==> src/rtl/midi_msg_rx.sv <==
// MIDI input: synchroniser, 8N1 oversampling receiver and channel-message assembler.
// Optional feature macro: MIDI_RUNNING_STATUS_EN (keep the last status across messages).
module midi_msg_rx #(
  parameter int CLKS_PER_BIT = 128,
  parameter int SYNC_STAGES  = 2
) (
  input  logic       clk,
  input  logic       rst_n,
  input  logic       signal,
  output logic       msg_valid,
  output logic [7:0] msg_status,
  output logic [7:0] msg_data1,
  output logic [7:0] msg_data2,
  output logic       frame_err,
  output logic       busy,
  output logic [7:0] LED
);

  localparam logic [11:0] HALF_LAST = 12'(CLKS_PER_BIT / 2 - 1);
  localparam logic [11:0] FULL_LAST = 12'(CLKS_PER_BIT - 1);

  typedef enum logic [2:0] {RX_IDLE, RX_START, RX_DATA, RX_STOP, RX_BREAK} rx_state_t;
  typedef enum logic [1:0] {WAIT_STATUS, WAIT_D1, WAIT_D2} ps_state_t;

  logic [SYNC_STAGES-1:0] sync_q;
  logic                   rx_p0;
  logic                   rx_p1;

  rx_state_t   rx_state, rx_state_nxt;
  logic [11:0] cnt;
  logic [2:0]  bit_idx;
  logic [7:0]  shreg;
  logic        half_hit, full_hit, data_tick, stop_tick, byte_ok, stop_bad;

  ps_state_t   p_state, p_state_nxt;
  logic [7:0]  status_q, status_nxt;
  logic        status_vld, status_vld_nxt;
  logic [7:0]  d1_q, d1_nxt;
  logic        take_d1, emit;
  logic [7:0]  emit_d2;

  // Synchroniser stage: idle-high line, so every flop resets to 1
  always_ff @(posedge clk) begin
    if (!rst_n) begin
      sync_q <= '1;
      rx_p1  <= 1'b1;
    end else begin
      sync_q <= {sync_q[SYNC_STAGES-2:0], signal};
      rx_p1  <= rx_p0;
    end
  end

  assign rx_p0 = sync_q[SYNC_STAGES-1];

  // Receiver stage
  always_ff @(posedge clk) begin
    if (!rst_n) rx_state <= RX_IDLE;
    else        rx_state <= rx_state_nxt;
  end

  always_comb begin
    half_hit  = (cnt == HALF_LAST);
    full_hit  = (cnt == FULL_LAST);
    data_tick = (rx_state == RX_DATA) && full_hit;
    stop_tick = (rx_state == RX_STOP) && full_hit;
    byte_ok   = stop_tick && rx_p0;
    stop_bad  = stop_tick && !rx_p0;
  end

  always_comb begin
    rx_state_nxt = rx_state;
    case (rx_state)
      RX_IDLE:  if (rx_p1 && !rx_p0) rx_state_nxt = RX_START;
      RX_START: if (half_hit) rx_state_nxt = rx_p0 ? RX_IDLE : RX_DATA;
      RX_DATA:  if (data_tick && bit_idx == 3'd7) rx_state_nxt = RX_STOP;
      RX_STOP:  if (stop_tick) rx_state_nxt = rx_p0 ? RX_IDLE : RX_BREAK;
      RX_BREAK: if (rx_p0) rx_state_nxt = RX_IDLE;
      default:  rx_state_nxt = RX_IDLE;
    endcase
  end

  always_comb begin
    busy = (rx_state != RX_IDLE);
  end

  always_ff @(posedge clk) begin
    if (!rst_n) begin
      cnt     <= '0;
      bit_idx <= '0;
    end else begin
      if (rx_state != rx_state_nxt || rx_state == RX_IDLE || rx_state == RX_BREAK || data_tick)
        cnt <= '0;
      else
        cnt <= cnt + 12'd1;
      if (rx_state == RX_START) bit_idx <= '0;
      else if (data_tick)       bit_idx <= bit_idx + 3'd1;
    end
  end

  always_ff @(posedge clk) begin
    if (data_tick) shreg <= {rx_p0, shreg[7:1]};
  end

  // Parser stage: consumes the byte on its stop-sample cycle
  always_ff @(posedge clk) begin
    if (!rst_n) begin
      p_state    <= WAIT_STATUS;
      status_q   <= '0;
      status_vld <= 1'b0;
    end else begin
      p_state    <= p_state_nxt;
      status_q   <= status_nxt;
      status_vld <= status_vld_nxt;
    end
  end

  always_ff @(posedge clk) begin
    d1_q <= d1_nxt;
  end

  always_comb begin
    p_state_nxt    = p_state;
    status_nxt     = status_q;
    status_vld_nxt = status_vld;
    d1_nxt         = d1_q;
    take_d1        = 1'b0;
    emit           = 1'b0;
    emit_d2        = 8'h00;
    if (stop_bad) begin
      p_state_nxt    = WAIT_STATUS;
      status_vld_nxt = 1'b0;
    end else if (byte_ok) begin
      if (shreg[7:3] == 5'b11111) begin
        p_state_nxt = p_state;
      end else if (shreg[7:4] == 4'hF) begin
        status_vld_nxt = 1'b0;
        p_state_nxt    = WAIT_STATUS;
      end else if (shreg[7]) begin
        status_nxt     = shreg;
        status_vld_nxt = 1'b1;
        p_state_nxt    = WAIT_D1;
      end else begin
        case (p_state)
          WAIT_D1: take_d1 = status_vld;
          WAIT_D2: begin
            emit    = 1'b1;
            emit_d2 = shreg;
          end
          default: begin
`ifdef MIDI_RUNNING_STATUS_EN
            take_d1 = status_vld;
`else
            take_d1 = 1'b0;
`endif
          end
        endcase
        if (take_d1) begin
          d1_nxt = shreg;
          if (status_q[7:5] == 3'b110) emit = 1'b1;
          else                         p_state_nxt = WAIT_D2;
        end
        if (emit) begin
          p_state_nxt = WAIT_STATUS;
`ifndef MIDI_RUNNING_STATUS_EN
          status_vld_nxt = 1'b0;
`endif
        end
      end
    end
  end

  // Output stage
  always_ff @(posedge clk) begin
    if (!rst_n) begin
      msg_valid  <= 1'b0;
      frame_err  <= 1'b0;
      msg_status <= 8'h00;
      msg_data1  <= 8'h00;
      msg_data2  <= 8'h00;
      LED        <= 8'hFF;
    end else begin
      msg_valid <= emit;
      frame_err <= stop_bad;
      if (emit) begin
        msg_status <= status_q;
        msg_data1  <= d1_nxt;
        msg_data2  <= emit_d2;
        LED        <= d1_nxt;
      end
    end
  end

endmodule

==> config.mk <==
export PLATFORM = sky130hd
export DESIGN_NAME = midi_msg_rx
export DESIGN_NICKNAME = d
export VERILOG_FILES = /design/src/rtl/midi_msg_rx.sv
export SDC_FILE = /design/constraint.sdc
export NUM_CORES = 1
export LEC_CHECK = 0
export CELL_PAD_IN_SITES_DETAIL_PLACEMENT = 0
export CELL_PAD_IN_SITES_GLOBAL_PLACEMENT = 1
export CORE_MARGIN = 4
export CORE_UTILIZATION = 44
export CTS_BUF_LIST = sky130_fd_sc_hd__clkbuf_16
export CTS_CLUSTER_DIAMETER = 200
export DETAILED_ROUTE_END_ITERATION = 7
export HOLD_SLACK_MARGIN = 0.1
export MAX_ROUTING_LAYER = met4
export PLACE_DENSITY = 0.78
export SLEW_MARGIN = 20
export SYNTH_ARGS = -nofsm -noshare
export SYNTH_HDL_FRONTEND = slang
export SYNTH_SLANG_ARGS = --single-unit
==> constraint.sdc <==
create_clock -name clk -period 2.5 [get_ports clk]
set_input_delay 0.5 -clock clk [delete_from_list [all_inputs] [get_ports clk]]
set_output_delay 0.5 -clock clk [all_outputs]
set_load 0.02 [all_outputs]
==> results by group, run 1 <==
Detailed routing
  • Vias: about 2800
  • DRT iter0 DRCs: 143
  • Vias per cell: around 5.6
  • Final WL: a little under 8000 um
  • Routed WL per cell: 15.8 um
  • Routed Antenna Nets: 0
  • Drt first pass iters: 4
  • DRC: 0

Yosys
  • Syn nets: approximately 370
  • Yosys warns: 0
  • Top_reg_cell synth: dfxtp_1
  • Leading area contributor after synthesis: dfxtp_1
  • Mapped cell area: ~0.0036 sq mm
  • Syn Inst Count: 362
  • Top-count cell post-synth: dfxtp_1
  • Number of synthesized flops with an enable pin: 8
  • Yosys cell types: 59
  • Synth area leaders: dfxtp_1 (41%), edfxtp_1 (6.7%), nand2_1 (3.9%), mux2i_1 (3.3%), nor2_1 (2.8%)
  • Asr flop ratio synth: 0%
  • Synth Area per Inst: slightly below 10 sq um
  • Synth top cells by count: dfxtp_1 (73), nand2_1 (37), nor2_1 (27)
  • FF+latch count, synth: 81
  • Synth top area share: between 40% and 50%
  • Register area share after synthesis: between 40% and 50%

Layout
  • Antenna Cells: 0
  • Multi-input logic area: roughly 0.0017 sq mm
  • P&R area growth vs syn: 20.7%
  • Layout cells sized above 1: around 14%
  • Fillcell total: slightly above 700
  • Non-Filler Instances: approximately 500
  • Final core utilization: 55.3%
  • Storage element area: roughly 0.0017 sq mm
  • Nets@finish: 400

Status
  • Status: finished clean

Worst hold path
  • Worst hold path type: register to register
  • Hold depth: 1
  • Hold path startpoint: sync_q[0]

Critical path
  • Flop2flop setup slack: between 300 and 400 ps
  • CP Max Fanout: 12
  • RR Startpoint: cnt[0]
  • WP data arrival: roughly 1800 ps
  • Crit Path Category: register to output pin
  • Worst reg2reg path depth: 5
  • Crit-path slowest cell: clkdlybuf4s50_1
  • End of the critical path: busy
  • CP Cell Sequence: inv_1, nand2_1, clkdlybuf4s50_1
  • Family with the most delay on the worst path: buffers and inverters
  • CP required: around 2000 ps
  • CP Launch Point: rx_state[0]
  • Reg2reg end: d1_q[1]
  • CP startpoint kind: register
  • Crit path buffers/inverters: 2
  • Crit. End Element: output pin
  • Crit-path max cell delay: 610 ps
  • Crit path depth: 3

Clock network
  • CTS Buf Count: 9
  • Post-CTS sizing: 0
  • Maximum clock path buffer count: 2
  • TritonCTS clock tree: yes
  • Worst-path clk slew: around 60 ps
  • Hold_buf cts: 0
  • Setup Fix Bufs, Post-CTS: 0
  • Clk sinks: 81
  • Clock latency at the later pin of the worst-skew pair: roughly 330 ps
  • H-tree depth: 3
  • Root Buffer: clkbuf_16

Pwr
  • Sequential Power Share: about half
  • Internal power: around 2.1 mW
  • Leakage power total: 1.63 nW
  • VDD IR-drop max: around 440 uV
  • Comb pwr share: roughly 2.4%
  • Final total power: ~2.6 mW
  • Clk pwr share: between 40% and 50%
  • Pwr Density: approximately 610 mW/mm^2
  • Switch Pwr: 554 uW
  • Switch share: 20.9%

Floorplanning
  • Die X: 98.4 um
  • Core area: ~0.0078 sq mm
  • Initial Utilization: between 40% and 50%
  • I/O Pins: 38
  • Area of the die: ~0.0097 sq mm
  • Die H: around 100 um
  • Rows: 32

Timing
  • Unrepaired setup endpoints after global routing: no
  • Layout Skew: 11.1 ps
  • Fin crit period: about 2300 ps
  • Peak Freq: around 430 MHz
  • Total negative slack: 0 ps
  • Final setup violation count: 0
  • Worst Tran Pin Value: 524 ps
  • Worst Hold Slack: around 440 ps
  • Final Hold Fails: 0
  • Fin crit share: between 90% and 100%
  • Fin. max-slew vios: 0
  • Relative slew slack: roughly 65%

GRT
  • Vias in the first global route: 2662
  • Gr ovfl total: 0
  • Global-route wire length before repair: 13500 um
  • All-Layer GR Usage: between 10% and 20%
  • Largest net degree at the start of global routing: between 40 and 50
  • Initial antenna violation count: 0

Place
  • Placed cells: slightly below 500
  • RePlAce Congestion: 0.812
  • PortBufs: 36
  • Hpwl dp: ~5400 um

Flow run
  • MaxCap Viol Count: 0
[sequential cells by signal, indices dropped and copies added, names as in the netlist, 2 cells and up]
register,flops
p_state,2
rx_state,3
msg_data2,7
LED,8
shreg,8
sync_q,2
msg_data1,8
msg_status,8
cnt,12
bit_idx,3
status_q,8
d1_q,8
[stage by stage]
stage          cell area, sq um  setup WS [ps]
5_1_grt                    4340           29.4
6_report                   4340            174
3_3_place_gp               4050            453
3_5_place_dp               4050            364
2_1_floorplan              3600            488
4_1_cts                    4340            166
[placed cells by master, fill, tap and decap left out, drive strengths merged, types with 3 or more instances in the layout]
cell,n
nand3,20
o21ai,8
clkdlybuf4s50,36
xnor2,7
nand2b,3
mux2i,12
inv,9
clkinv,4
nand2,37
nand4,8
buf,12
xor2,4
a31o,9
o211a,10
clkbuf,9
mux2,7
a21o,10
nor4,14
nor2,27
ha,3
a31oi,3
edfxtp,8
dfxtp,73
a21oi,13
o31ai,6
nor3,8
o2111ai,7
[kinds of logic after synthesis]
kind of cell,after synthesis,share of synthesized area [%]
AO/OA/AOI/OAI,77,16.8
multiplexers,19,5.53
adder cells (fa/ha/maj),3,1.04
XOR/XNOR,11,2.68
other,1,0.104
AND/OR/NAND/NOR,134,21.4
buffers and inverters,36,5.22
flip-flops,81,47.3
[power groups by stage]
stage               logic [mW]  clock network [mW]  registers (mW)
floorplan               0.0462                   0            1.34
global placement        0.0627                   0            1.35
detailed placement      0.0638                   0            1.35
CTS                     0.0636                1.29            1.32
global route            0.0686                1.37            1.32
finish                  0.0630                1.27            1.32
[how the worst min path moves through the flow]
| stage | end | slack (ps) |
|---|---|---|
| final | sync_q[1] | 440 |
| after global routing | sync_q[1] | 440 |
| after CTS | sync_q[1] | 440 |
| after detailed placement | sync_q[1] | 420 |
| after global placement | sync_q[1] | 390 |
| after floorplan | sync_q[1] | 390 |
[area by class of cell]
class | instances | share of cell area, %
clock buffer | 9 | 5.19
clock inverter | 7 | 1.47
inverter | 9 | 0.778
multi-input combinational | 245 | 39.5
sequential | 81 | 39.2
tap | 102 | 2.94
timing repair buffer | 48 | 10.9
[routing by layer]
layer,up-vias,share of wire (%),GRT usage [%]
li1,1398,-,-
met4,0,1.1,6.20
met3,11,3.8,3.82
met5,-,0,-
met1,1359,50,24.0
met2,56,45,25.3
(Power assumes the default switching activity.)
==> inputs of run 2 (changes only) <==
SLEW_MARGIN = not set   (was 20)
==> results of run 2 <==
Same layout as run 1: the final DEF is identical, and so are final timing and power.
==> inputs of run 3 (changes only) <==
SKIP_LAST_GASP = 1   (was not set)
==> results of run 3 <==
Same layout as run 1: the final DEF is identical, and so are final timing and power.
